<file path="src/rtl/hps_pixel_receiver_if.sv">
// Host-side Avalon-MM slave bus plus the frame-buffer write port of the
// HPS pixel receiver, bundled so both ends can share one connection.
interface hps_pixel_receiver_if;
    logic [2:0]  address;
    logic        read;
    logic [31:0] readdata;
    logic        write;
    logic [31:0] writedata;
    logic        waitrequest;
    logic        fb_wr_req;
    logic [18:0] fb_wr_addr;
    logic [23:0] fb_wr_data;
    logic        fb_wr_ack;
    logic        frame_done;

    // Receiver view: serves the host, drives the frame buffer.
    modport slave (
        input  address, read, write, writedata, fb_wr_ack,
        output readdata, waitrequest, fb_wr_req, fb_wr_addr, fb_wr_data, frame_done
    );

    // Host / frame-buffer view.
    modport master (
        output address, read, write, writedata, fb_wr_ack,
        input  readdata, waitrequest, fb_wr_req, fb_wr_addr, fb_wr_data, frame_done
    );
endinterface

</file>
<file path="src/rtl/hps_pixel_receiver.sv">
// HPS pixel receiver: the host writes XY and then RGB per pixel. Each pixel is
// range-checked, turned into a linear frame-buffer address, queued, and drained
// to the frame buffer over a req/ack handshake. Progress is readable back.
module hps_pixel_receiver #(
    parameter int IMG_W      = 640,
    parameter int IMG_H      = 480,
    parameter int FIFO_DEPTH = 8
) (
    input logic                 clk,
    input logic                 rst_n,
    hps_pixel_receiver_if.slave bus
);
    localparam int          PW    = $clog2(FIFO_DEPTH);
    localparam logic [19:0] TOTAL = 20'(IMG_W * IMG_H);

    typedef enum logic [1:0] {S_IDLE, S_ACTIVE, S_DRAIN, S_DONE} state_t;

    state_t        state;
    logic [PW-1:0] rd_ptr;
    logic [PW-1:0] wr_ptr;
    logic [PW:0]   count;
    logic [19:0]   accepted;
    logic [19:0]   acked;
    logic          error;
    logic [9:0]    x_lat;
    logic [9:0]    y_lat;
    logic          frame_done;
    logic [42:0]   mem [FIFO_DEPTH];

    logic          fifo_full;
    logic          fifo_req;
    logic          busy;
    logic          in_bounds;
    logic          ctrl_wr;
    logic          start_cmd;
    logic          abort_cmd;
    logic          start_ok;
    logic          rgb_accept;
    logic          push;
    logic          pop;
    logic          err_set;
    logic [18:0]   lin_addr;
    logic [42:0]   head;
    logic [PW-1:0] rd_nxt;
    logic [31:0]   rdata;

    assign fifo_full  = (count == (PW+1)'(FIFO_DEPTH));
    assign fifo_req   = (count != '0);
    assign busy       = (state == S_ACTIVE) || (state == S_DRAIN);
    assign in_bounds  = (32'(x_lat) < 32'(IMG_W)) && (32'(y_lat) < 32'(IMG_H));
    // Both coordinates are range-checked before use, so 19 bits never wrap.
    assign lin_addr   = 19'(y_lat) * 19'(IMG_W) + 19'(x_lat);

    assign ctrl_wr    = bus.write && (bus.address == 3'd0);
    assign abort_cmd  = ctrl_wr && bus.writedata[1];
    assign start_cmd  = ctrl_wr && bus.writedata[0] && !bus.writedata[1];
    assign start_ok   = start_cmd && ((state == S_IDLE) || (state == S_DONE));

    // Only a full queue during ACTIVE can stall the host; fullness is judged
    // before any pop in the same cycle.
    assign bus.waitrequest = bus.write && (bus.address == 3'd2) && fifo_full && (state == S_ACTIVE);

    assign rgb_accept = bus.write && (bus.address == 3'd2) && !bus.waitrequest;
    assign push       = rgb_accept && (state == S_ACTIVE) && in_bounds;
    assign pop        = fifo_req && bus.fb_wr_ack;
    assign err_set    = (rgb_accept && ((state != S_ACTIVE) || !in_bounds)) ||
                        (start_cmd && busy);
    assign rd_nxt     = pop ? rd_ptr + PW'(1) : rd_ptr;

    // Outputs read zero whenever no request is pending, so reset and idle look alike.
    assign head           = mem[rd_ptr];
    assign bus.fb_wr_req  = fifo_req;
    assign bus.fb_wr_addr = fifo_req ? head[42:24] : 19'd0;
    assign bus.fb_wr_data = fifo_req ? head[23:0]  : 24'd0;
    assign bus.frame_done = frame_done;

    // Combinational register read mux, zero when not reading.
    always_comb begin
        rdata = 32'd0;
        if (bus.read) begin
            case (bus.address)
                3'd0:    rdata = {accepted, 8'd0, error, fifo_full, (state == S_DONE), busy};
                3'd3:    rdata = {12'd0, acked};
                default: rdata = 32'd0;
            endcase
        end
    end
    assign bus.readdata = rdata;

    // Pixel queue storage; contents are only meaningful while counted.
    always_ff @(posedge clk) begin
        if (push) begin
            mem[wr_ptr] <= {lin_addr, bus.writedata[23:0]};
        end
    end

    // Control FSM, queue pointers, counters and sticky error.
    always_ff @(posedge clk) begin
        if (!rst_n) begin
            state      <= S_IDLE;
            rd_ptr     <= '0;
            wr_ptr     <= '0;
            count      <= '0;
            accepted   <= 20'd0;
            acked      <= 20'd0;
            error      <= 1'b0;
            x_lat      <= 10'd0;
            y_lat      <= 10'd0;
            frame_done <= 1'b0;
        end else begin
            frame_done <= 1'b0;
            rd_ptr     <= rd_nxt;

            if (abort_cmd) begin
                // Keep only an in-flight head that is not being acked now.
                if (fifo_req && !pop) begin
                    count  <= (PW+1)'(1);
                    wr_ptr <= rd_ptr + PW'(1);
                end else begin
                    count  <= '0;
                    wr_ptr <= rd_nxt;
                end
            end else begin
                if (push) begin
                    wr_ptr <= wr_ptr + PW'(1);
                end
                case ({push, pop})
                    2'b10:   count <= count + (PW+1)'(1);
                    2'b01:   count <= count - (PW+1)'(1);
                    default: count <= count;
                endcase
            end

            if (bus.write && (bus.address == 3'd1)) begin
                x_lat <= bus.writedata[19:10];
                y_lat <= bus.writedata[9:0];
            end

            if (start_ok) begin
                accepted <= 20'd0;
                acked    <= pop ? 20'd1 : 20'd0;
                error    <= 1'b0;
            end else begin
                if (push) accepted <= accepted + 20'd1;
                if (pop)  acked    <= acked + 20'd1;
                if (err_set) error <= 1'b1;
            end

            if (abort_cmd) begin
                state <= S_IDLE;
            end else begin
                case (state)
                    S_IDLE, S_DONE: begin
                        if (start_cmd) state <= S_ACTIVE;
                    end
                    S_ACTIVE: begin
                        if (push && (accepted == TOTAL - 20'd1)) state <= S_DRAIN;
                    end
                    S_DRAIN: begin
                        if (!fifo_req) begin
                            state      <= S_DONE;
                            frame_done <= 1'b1;
                        end
                    end
                    default: state <= S_IDLE;
                endcase
            end
        end
    end
endmodule

</file>
<file path="src/flat_wrapper.sv">
// flat-port wrapper written by rule: the top's interface ports become plain ports
module hps_pixel_receiver_flat 
#(
    parameter int IMG_W      = 640,
    parameter int IMG_H      = 480,
    parameter int FIFO_DEPTH = 8
)
  (clk, rst_n, bus_address, bus_read, bus_write, bus_writedata, bus_fb_wr_ack, bus_readdata, bus_waitrequest, bus_fb_wr_req, bus_fb_wr_addr, bus_fb_wr_data, bus_frame_done);
  hps_pixel_receiver_if bus_i ();
  input logic clk;
  input logic rst_n;
  input wire logic [$bits(bus_i.address)-1:0] bus_address;
  input wire logic [$bits(bus_i.read)-1:0] bus_read;
  input wire logic [$bits(bus_i.write)-1:0] bus_write;
  input wire logic [$bits(bus_i.writedata)-1:0] bus_writedata;
  input wire logic [$bits(bus_i.fb_wr_ack)-1:0] bus_fb_wr_ack;
  output wire logic [$bits(bus_i.readdata)-1:0] bus_readdata;
  output wire logic [$bits(bus_i.waitrequest)-1:0] bus_waitrequest;
  output wire logic [$bits(bus_i.fb_wr_req)-1:0] bus_fb_wr_req;
  output wire logic [$bits(bus_i.fb_wr_addr)-1:0] bus_fb_wr_addr;
  output wire logic [$bits(bus_i.fb_wr_data)-1:0] bus_fb_wr_data;
  output wire logic [$bits(bus_i.frame_done)-1:0] bus_frame_done;
  assign bus_i.address = bus_address;
  assign bus_i.read = bus_read;
  assign bus_i.write = bus_write;
  assign bus_i.writedata = bus_writedata;
  assign bus_i.fb_wr_ack = bus_fb_wr_ack;
  assign bus_readdata = bus_i.readdata;
  assign bus_waitrequest = bus_i.waitrequest;
  assign bus_fb_wr_req = bus_i.fb_wr_req;
  assign bus_fb_wr_addr = bus_i.fb_wr_addr;
  assign bus_fb_wr_data = bus_i.fb_wr_data;
  assign bus_frame_done = bus_i.frame_done;
  hps_pixel_receiver #(.IMG_W(IMG_W), .IMG_H(IMG_H), .FIFO_DEPTH(FIFO_DEPTH)) u_core (.clk(clk), .rst_n(rst_n), .bus(bus_i));
endmodule
</file>
<file path="config.mk">
export PLATFORM = sky130hd
export DESIGN_NAME = hps_pixel_receiver_flat
export DESIGN_NICKNAME = d
export VERILOG_FILES = /design/src/rtl/hps_pixel_receiver_if.sv /design/src/rtl/hps_pixel_receiver.sv /design/src/flat_wrapper.sv
export SDC_FILE = /design/constraint.sdc
export NUM_CORES = 1
export LEC_CHECK = 0
export BUFFER_PORTS_ARGS = -buffer_cell sky130_fd_sc_hd__buf_2
export CAP_MARGIN = 25
export CORE_MARGIN = 4
export CORE_UTILIZATION = 65
export DETAILED_ROUTE_END_ITERATION = 8
export PLACE_DENSITY = 0.85
export SYNTH_ARGS = -nofsm -noshare
export SYNTH_HDL_FRONTEND = slang
export SYNTH_SLANG_ARGS = --single-unit
</file>
<file path="constraint.sdc">
create_clock -name clk -period 20.5 [get_ports clk]
set_clock_uncertainty 0.2 [all_clocks]
set_input_delay 3.075 -clock clk [delete_from_list [all_inputs] [get_ports clk]]
set_output_delay 3.075 -clock clk [all_outputs]
set_load 0.01 [all_outputs]
</file>
==> results of run 1 <==
metrics by stage:
step	hold WS (ps)	std cells	instance area [µm²]	setup slack, ps	utilization (%)
after global routing	317	1573	19700	12640	74.9
after CTS	272	1572	19700	12790	74.9
final	288	1573	19700	12760	74.9
after floorplan	241	1092	17500	11260	-
after detailed placement	254	1497	18400	12800	70.0
after global placement	257	1497	18400	12910	70.0
layer usage:
metal,part of all wire [%],GRT usage (%)
met1,41,34.3
met2,51,43.7
met3,5.7,4.16
met4,2.3,7.86
met5,0,0
worst max-delay path: stages:
cell and delay, ps:
buf_2 130, nor2b_1 840, and3_1 290, buf_2 130
power breakdown:
| part | switching [mW] | total [mW] | leakage (nW) | internal, mW |
|---|---|---|---|---|
| clock network | 0.313 | 0.734 | 0.636 | 0.421 |
| registers | 0.00728 | 0.928 | 3.74 | 0.920 |
| logic | 0.0434 | 0.0704 | 2.32 | 0.0271 |
final cells by class:
class / instances / area [µm²]
repair buffers: 125 / 666
inverters: 19 / 71.3
diodes: 1 / 2.50
well taps: 335 / 419
flip-flops and latches: 418 / 11800
multi-input cells: 600 / 5410
clock inverters: 19 / 183
clock buffers: 56 / 1110
fillers: 1516 / 6590
how the worst max path moves through the flow:
stage,startpoint,to,slack (ps),depth (start not counted)
5_1_grt,bus_address[2],bus_readdata[4],12640,4
6_report,bus_address[2],bus_readdata[10],12760,4
4_1_cts,bus_address[2],bus_readdata[10],12790,4
2_1_floorplan,bus_address[0],u_core.mem[2][0]$_DFFE_PP_,11260,6
3_5_place_dp,bus_address[2],bus_readdata[10],12800,4
3_3_place_gp,bus_address[2],bus_readdata[4],12910,4
flip-flops by register name, indices dropped and copies added, names as in the netlist:
name,count
u_core.acked,20
u_core.accepted,20
u_core.mem,344
u_core.wr_ptr,3
u_core.error,1
u_core.rd_ptr,3
u_core.y_lat,10
u_core.count,4
u_core.bus.frame_done,1
u_core.state,2
u_core.x_lat,10
cell families after synthesis:
kind of cell / Yosys count
mux: 132
simple gates: 290
compound gates: 90
flops: 418
xor+xnor: 56
buf+inv: 74
fa+ha+maj: 32
cells in the final DEF, fill, tap and decap left out, types with 3 or more instances in the layout:
cell,count
ha_1,30
o2111ai_1,3
buf_4,16
buf_2,109
nor2b_1,12
inv_1,18
nand4_1,8
nand2_1,72
mux4_2,86
clkinv_2,9
a21boi_0,20
nor3_2,3
clkinv_1,4
mux2i_1,46
xnor2_1,33
and3_1,26
xor2_1,23
o21ai_0,13
and4_1,5
nor3_1,9
clkbuf_16,42
nor2_1,98
dfxtp_1,71
bufinv_16,3
nor4_1,6
and2_1,3
a21oi_1,16
edfxtp_1,344
a22oi_1,11
nor4b_2,3
nand3_1,18
clkbuf_1,13
or3_1,8
==> metrics, run 1 <==
status finished, final reports clean; ratio of final minimum period to clock period 37.8%; final hold violation count 0; Synth Area in Compound Gates 3.61%; Final GP Congestion 0.803; die area 29600 µm²; average size of a mapped cell 16.0 µm²; nets@finish 1277; Setup Viol. Count Final 0; width of the chip 172 µm; hold endpoint u_core.error$_SDFFE_PP0P_; Worst-Skew Late Latency 540 ps; Starting Density 66.5%; vias in the first global route 10100; number of flops mapped to enable cells by yosys 344; FP Rows 59; DR vias/cell 6.30; CP Launch Type input port; Synth Flop Type edfxtp_1; largest net degree at the start of global routing 67; clock sink count 418; initial DRC count 1019; final WL 37500 µm; Seq/Total Area, Yosys 67.6%; crit path max fanout 20; RSZ-0062 raised after global routing false; WL/cell 23.8 µm; largest cells by area after synthesis edfxtp_1 59%, mux4_2 11%, dfxtp_1 8.5%, mux2i_1 2.6%, ha_1 2.1%; most frequent cells after synthesis 344 x edfxtp_1, 99 x nor2_1, 86 x mux4_2; largest family of logic cells by synthesized area multiplexers; TritonRoute pass-1 iters 5; Total Power 1.73 mW; Setup crit end kind output pin; Vias 9913; Top Ports 118; GRT Util Overall 25.6%; input/output buffers 109; leakage 6.69 nW; Routed Antenna Nets 0; hold path startpoint u_core.error$_SDFFE_PP0P_; max-cap violations 0; Worst R2R Path Depth 8; Syn Std Cell Area 17500 µm²; Worst-Margin Slew 1100 ps; CTS Buf Count 41; post-synthesis simple-gate area fraction 8.20%; Clock Tree Root clkbuf_16; Mapped Nets 1164; # Post-CTS Setup Buffers 0; Seq cells post-synth 418; VDD IR-drop max 73.0 µV; Cell Pwr Density 88.0 nW/µm²; worst hold path class reg2reg; Post-Route Setup TNS 0 ps; minimum clock period 7740 ps; Clock Path Buffers 3; Post-route DRC 0; # hold bufs at CTS 0; top cell type by total area after synthesis edfxtp_1; first-pass GRT wire length 57500 µm; FF-to-FF End u_core.mem[3][42]$_DFFE_PP_; Clock Pin Slew Worst Setup and Hold Paths 60 ps; YS warnings 0; CTS tree built; Core ar. 26300 µm²; most frequent cell after synthesis edfxtp_1; Mapped Cells 1092; Post-synth ARST share 0%; fraction of layout cells with a size suffix above 1 23.7%; die height 172 µm; slew margin rel. 26.8%; XOR/XNOR Fraction of Synth Area 2.81%; Worst Path Arrival 4460 ps; max-slew violation count 0; mux share of post-synthesis cell area 13.7%; top-area cell type share of the netlist area 59.1%; fmax 129 MHz; H-tree depth 2; Crit Path Category in2out; FF-to-FF Start u_core.y_lat[1]$_SDFFE_PN0P_; adder-cell share of the synthesized area 2.38%; Syn-to-layout area delta 12.7%; dpl hpwl 20700 µm; Post-CTS Resized 0; antenna violations before repair 1; Hold Crit Depth 2; Worst EP required 17230 ps; r2r setup slk 17130 ps; total global routing overflow 0; Netlist cell types 66
(Power assumes the default switching activity.)
==> run 2, diff against run 1 <==
ABC_AREA = 1   (was not set)
CORE_UTILIZATION = 55   (was 65)
PLACE_DENSITY = 0.76   (was 0.85)
clock period = 7.1 ns   (was 20.5 ns; I/O delays follow)
==> run 2 against run 1 <==
Largest power group unchanged. Worst hold slack improved by 6.4 ps. Routed wire length increased by 13%. Via count increased by 33%. Clock power rose to 2.9 times the previous value. Setup slack got worse by 10000 ps. Combinational power increased to 26 times the previous value. Non-clock buffer count increased by 6. Largest cell class unchanged.
==> metrics, run 2 <==
final WL 42500 µm; Mapped Cells 1740; cell area after layout 20500 µm²; CTS tree built; FP Rows 66; VDD IR-drop max 263 µV; final hold violation count 0; Post-route DRC 0; leakage 7.47 nW; Top Ports 118; die height 191 µm; WL/cell 18.5 µm; largest cells by area after synthesis edfxtp_1 56%, nor2_1 9.0%, dfxtp_1 8.1%, o32ai_1 4.1%, o21ai_0 4.1%; Post-CTS Resized 0; fmax 210 MHz; Mapped Nets 1812; Syn Std Cell Area 18400 µm²; number of flops mapped to enable cells by yosys 344; Final GP Congestion 0.870; Clock Tree Root clkbuf_16; Worst EP required 5830 ps; crit path max fanout 93; Setup crit end kind output pin; RSZ-0062 raised after global routing false; max-cap violations 0; status finished, final reports clean; # hold bufs at CTS 0; CP Launch Type flop; Total Power 6.76 mW; initial DRC count 1116; Starting Density 56.1%; Post-synth ARST share 0%; r2r setup slk 3560 ps; Crit Path Category reg2out; Sw Ratio 33.4%; antenna violations before repair 0; width of the chip 191 µm; Post-DP Area 19200 µm²; Post-Route Setup TNS 0 ps; TritonRoute pass-1 iters 5; Detail Route met3 WL 2800 µm; top cell type by total area after synthesis edfxtp_1; Setup Viol. Count Final 0; number of fill cells 2562; Vias 13100; Routed Antenna Nets 0; P_int 4.50 mW; routed wl met2 21000 µm; Seq. cell area 11800 µm²; largest net degree at the start of global routing 99; switching pwr 2.26 mW; commonest non-fill, non-tap cell in the layout nor2_1; uppermost layer routed met4; Regs by FF count u_core.mem x344, u_core.accepted x20, u_core.acked x20; dpl hpwl 23700 µm; first-pass GRT wire length 67000 µm; Cell Pwr Density 329 nW/µm²; Multi-input gate area 5750 µm²; most frequent cells in the layout 440 x nor2_1, 344 x edfxtp_1, 176 x nand2_1; GRT Util Overall 23.0%; clock network power share 31.3%; Antenna Cells 0; max-slew violation count 0; Logic pwr share 26.6%; Metal-1 WL 17800 µm; fraction of layout cells with a size suffix above 1 12.8%; nets@finish 1895; Clock Path Buffers 3; clock sink count 418; die area 36400 µm²; Synth Flop Type edfxtp_1; top-area cell type share of the netlist area 56.3%; sequential power share 42.1%; total global routing overflow 0; Syn-to-layout area delta 11.9%; ratio of final minimum period to clock period 67.1%; Core ar. 32700 µm²; minimum clock period 4760 ps; most frequent cells after synthesis 440 x nor2_1, 344 x edfxtp_1, 176 x nand2_1; most frequent cell after synthesis nor2_1; Worst Path Arrival 3500 ps; Netlist cell types 45; DR vias/cell 5.72; Worst-Skew Late Latency 540 ps; H-tree depth 2; vias in the first global route 12900; slew margin rel. 31.4%; Seq cells post-synth 418; input/output buffers 109; CTS Buf Count 42; YS warnings 0; Seq/Total Area, Yosys 64.3%; # Post-CTS Setup Buffers 0; Clock Pin Slew Worst Setup and Hold Paths 60 ps; worst hold path class reg2reg; average size of a mapped cell 10.6 µm²; Most flops, register u_core.mem; Worst-Margin Slew 1030 ps; max reg flops 344
## run 2: power groups by stage
| stage | logic [mW] | registers (mW) | clock network (mW) |
|---|---|---|---|
| floorplan | 1.37 | 2.76 | 0 |
| global placement | 1.73 | 2.89 | 0 |
| detailed placement | 1.77 | 2.89 | 0 |
| CTS | 1.79 | 2.84 | 2.14 |
| global route | 1.99 | 2.86 | 2.25 |
| finish | 1.80 | 2.85 | 2.11 |
## run 2: final cells by class
class / instances / area share, %
Clock buffer: 57 / 5.54
Clock inverter: 19 / 0.901
Inverter: 101 / 1.86
Multi-Input combinational cell: 1129 / 28.0
Sequential cell: 418 / 57.5
Tap cell: 442 / 2.69
Timing Repair Buffer: 131 / 3.50
## run 2: path summary, 6_finish.rpt
check        depth (start not counted)                       endpoint                          start
max                                  6              bus_fb_wr_data[0]    u_core.rd_ptr[0]$_SDFF_PN0_
min                                  2  u_core.acked[14]$_SDFFE_PN0P_  u_core.acked[14]$_SDFFE_PN0P_
max reg2reg                         13   u_core.count[2]$_SDFFE_PN0P_   u_core.count[0]$_SDFFE_PN0P_
min reg2reg                          2  u_core.acked[14]$_SDFFE_PN0P_  u_core.acked[14]$_SDFFE_PN0P_
## run 2: logic make-up after synthesis
kind of cell / after synthesis / share of synthesized area (%)
adders and majority gates: 32 / 2.26
xor gates and xnor gates: 21 / 1.04
buffers and inverters: 193 / 4.61
and+or+nand+nor: 755 / 17.1
AOI/OAI and AO/OA: 321 / 10.7
DFF: 418 / 64.3
## run 2: stage by stage
step / utilization [%] / hold WS (ps) / setup WS [ps] / std cells
finish: 62.8 / 295 / 2340 / 2297
global route: 62.8 / 311 / 2160 / 2297
detailed placement: 58.7 / 279 / 3000 / 2220
CTS: 62.8 / 292 / 2400 / 2296
floorplan: - / 257 / 1700 / 1740
global placement: 58.7 / 267 / 3060 / 2220
## run 2: per-layer routing
layer | GRT usage (%) | vias to the layer above
met5 | 0 | -
met4 | 6.13 | 0
met3 | 3.63 | 72
met2 | 40.0 | 442
met1 | 30.4 | 6356
li1 | - | 6279
## run 2: critical path, stage by stage (launching register included)
cell	delay [ps]
dfxtp_4	930
buf_4	840
nor2_1	160
o32ai_1	350
o21ai_0	120
nor2_1	260
buf_2	190
==> run 3, diff against run 2 <==
CORE_UTILIZATION = 61   (was 55)
PLACE_DENSITY = 0.8   (was 0.76)
clock period = 4.7 ns   (was 7.1 ns; I/O delays follow)
==> run 3 against run 2 <==
Count of clock-buffer cells in the layout down 7. Non-clock buffer count increased by 5. Clock power grew 56%. Sequential share of layout area is 0.28 points lower. Global-route usage is 1.4 points higher. Register-to-register slack worse by 2100 ps. Via count rose by 1.0%. Final cell count decreased by 2.0%. Design area is 0.49% higher. Setup slack worse by 1400 ps. First-iteration DRC count rose by 23%. Power is 53% higher. Largest power group unchanged.
==> metrics, run 3 (synthesized netlist as in run 2, its figures left out) <==
r2r setup slk 1450 ps; max-cap violations 0; Final GP Congestion 0.880; critical path endpoint bus_fb_wr_data[18]; DR vias/cell 5.90; Worst-Margin Slew 1040 ps; Regs by FF count u_core.mem x344, u_core.accepted x20, u_core.acked x20; Clock Pin Slew Worst Setup and Hold Paths 60 ps; Post-Route Setup TNS 0 ps; Top Ports 118; Worst R2R Path Depth 9; leakage 7.56 nW; minimum clock period 3760 ps; Worst EP required 3800 ps; max-slew violation count 0; Seq. cell area 11800 µm²; number of fill cells 2069; CP Launch Point u_core.rd_ptr[1]$_SDFF_PN0_; Setup crit end kind output pin; largest net degree at the start of global routing 109; crit path max fanout 98; Vias 13300; Post-route DRC 0; clock sink count 418; CP Cell Sequence buf_4 > o21ai_0 > o32ai_1 > o21ai_1 > nor2_1 > buf_2; # Post-CTS Setup Buffers 0; Post-DP Area 19300 µm²; Clock Path Buffers 3; vias in the first global route 12700; Crit Path Category reg2out; VDD IR-drop max 337 µV; FP Rows 63; Most flops, register u_core.mem; RSZ-0062 raised after global routing false; antenna violations before repair 1; fmax 266 MHz; WL/cell 18.4 µm; most frequent cells in the layout 440 x nor2_1, 344 x edfxtp_1, 176 x nand2_1; first-pass GRT wire length 65400 µm; nets@finish 1899; die height 181 µm; Post-CTS Resized 0; Syn-to-layout area delta 12.4%; H-tree depth 2; Cell Pwr Density 500 nW/µm²; initial DRC count 1373; FF-to-FF End u_core.mem[5][5]$_DFFE_PP_; Routed Antenna Nets 0; input/output buffers 109; # hold bufs at CTS 0; max reg flops 344; top cell family by delay on the critical path flip-flops; total global routing overflow 0; dpl hpwl 24200 µm; TritonRoute pass-1 iters 6; Setup Viol. Count Final 0; final hold violation count 0; Worst-Skew Late Latency 530 ps; worst hold path class in2reg; WP depth 6; final WL 41400 µm; CTS tree built; ratio of final minimum period to clock period 80.0%; Core ar. 29600 µm²; critical path's slowest cell dfxtp_4; Clock Tree Root clkbuf_16; slew margin rel. 30.6%; CTS Buf Count 41; GRT Util Overall 24.5%; Worst Path Arrival 2860 ps; Multi-input gate area 5770 µm²; FF-to-FF Start u_core.state[0]$_SDFFE_PP0P_; CP Launch Type flop; Buf/Inv on CP 2; commonest non-fill, non-tap cell in the layout nor2_1; status finished, final reports clean; cell area after layout 20600 µm²; die area 32900 µm²; width of the chip 181 µm; Max stage delay on crit path 1040 ps; fraction of layout cells with a size suffix above 1 13.2%; Starting Density 61.9%
## run 3: how the worst min path moves through the flow
| stage | start | endpoint | slack (ps) | cells past startpoint |
|---|---|---|---|---|
| floorplan | u_core.accepted[19]$_SDFFE_PP0P_ | u_core.accepted[19]$_SDFFE_PP0P_ | 260 | 2 |
| global placement | u_core.accepted[19]$_SDFFE_PP0P_ | u_core.accepted[19]$_SDFFE_PP0P_ | 270 | 2 |
| detailed placement | u_core.accepted[16]$_SDFFE_PP0P_ | u_core.accepted[16]$_SDFFE_PP0P_ | 280 | 2 |
| CTS | bus_writedata[22] | u_core.mem[0][22]$_DFFE_PP_ | 230 | 1 |
| global route | bus_writedata[23] | u_core.mem[5][23]$_DFFE_PP_ | 240 | 1 |
| finish | bus_writedata[23] | u_core.mem[6][23]$_DFFE_PP_ | 250 | 1 |
## run 3: worst reg2reg max path, stage by stage (launching register included)
cell and delay, ps:
dfxtp_1 420, ha_1 270, inv_2 40, nor2_1 80
nand3_1 180, nor2_4 150, buf_4 280, nand2_1 330
nor3_4 600, buf_12 320
## run 3: area by class of cell
class / count / area share (%)
timing repair buffer: 136 / 3.96
sequential: 418 / 57.3
antenna: 1 / 0.0121
clock buffer: 50 / 5.33
inverter: 101 / 1.85
clock inverter: 25 / 1.27
tap: 390 / 2.36
multi-input combinational: 1129 / 28.0
## run 3: metal layers
layer	share of wire [%]	global-route usage, %	vias up
li1	-	-	6285
met1	40	32.0	6406
met2	50	42.5	505
met3	7.1	3.67	89
met4	2.6	7.84	0
met5	0	0	-
## run 3: per-stage QoR
step           util (%)  std cells  hold slack, ps  setup slack (ps)  power [mW]
6_report           69.7       2250             255               940        10.3
2_1_floorplan         -       1740             257              -342        6.24
3_5_place_dp       65.0       2173             277              1340        7.08
5_1_grt            69.7       2250             241               787        10.8
3_3_place_gp       65.0       2173             268              1400        7.00
4_1_cts            69.6       2248             235               950        10.3
## run 3: where the power goes
part,leakage [nW],total [mW],switching (mW),internal (mW)
clock network,0.664,3.29,1.34,1.95
registers,3.73,4.21,0.157,4.06
logic,3.17,2.83,1.88,0.950
total,7.56,10.3,3.38,6.95
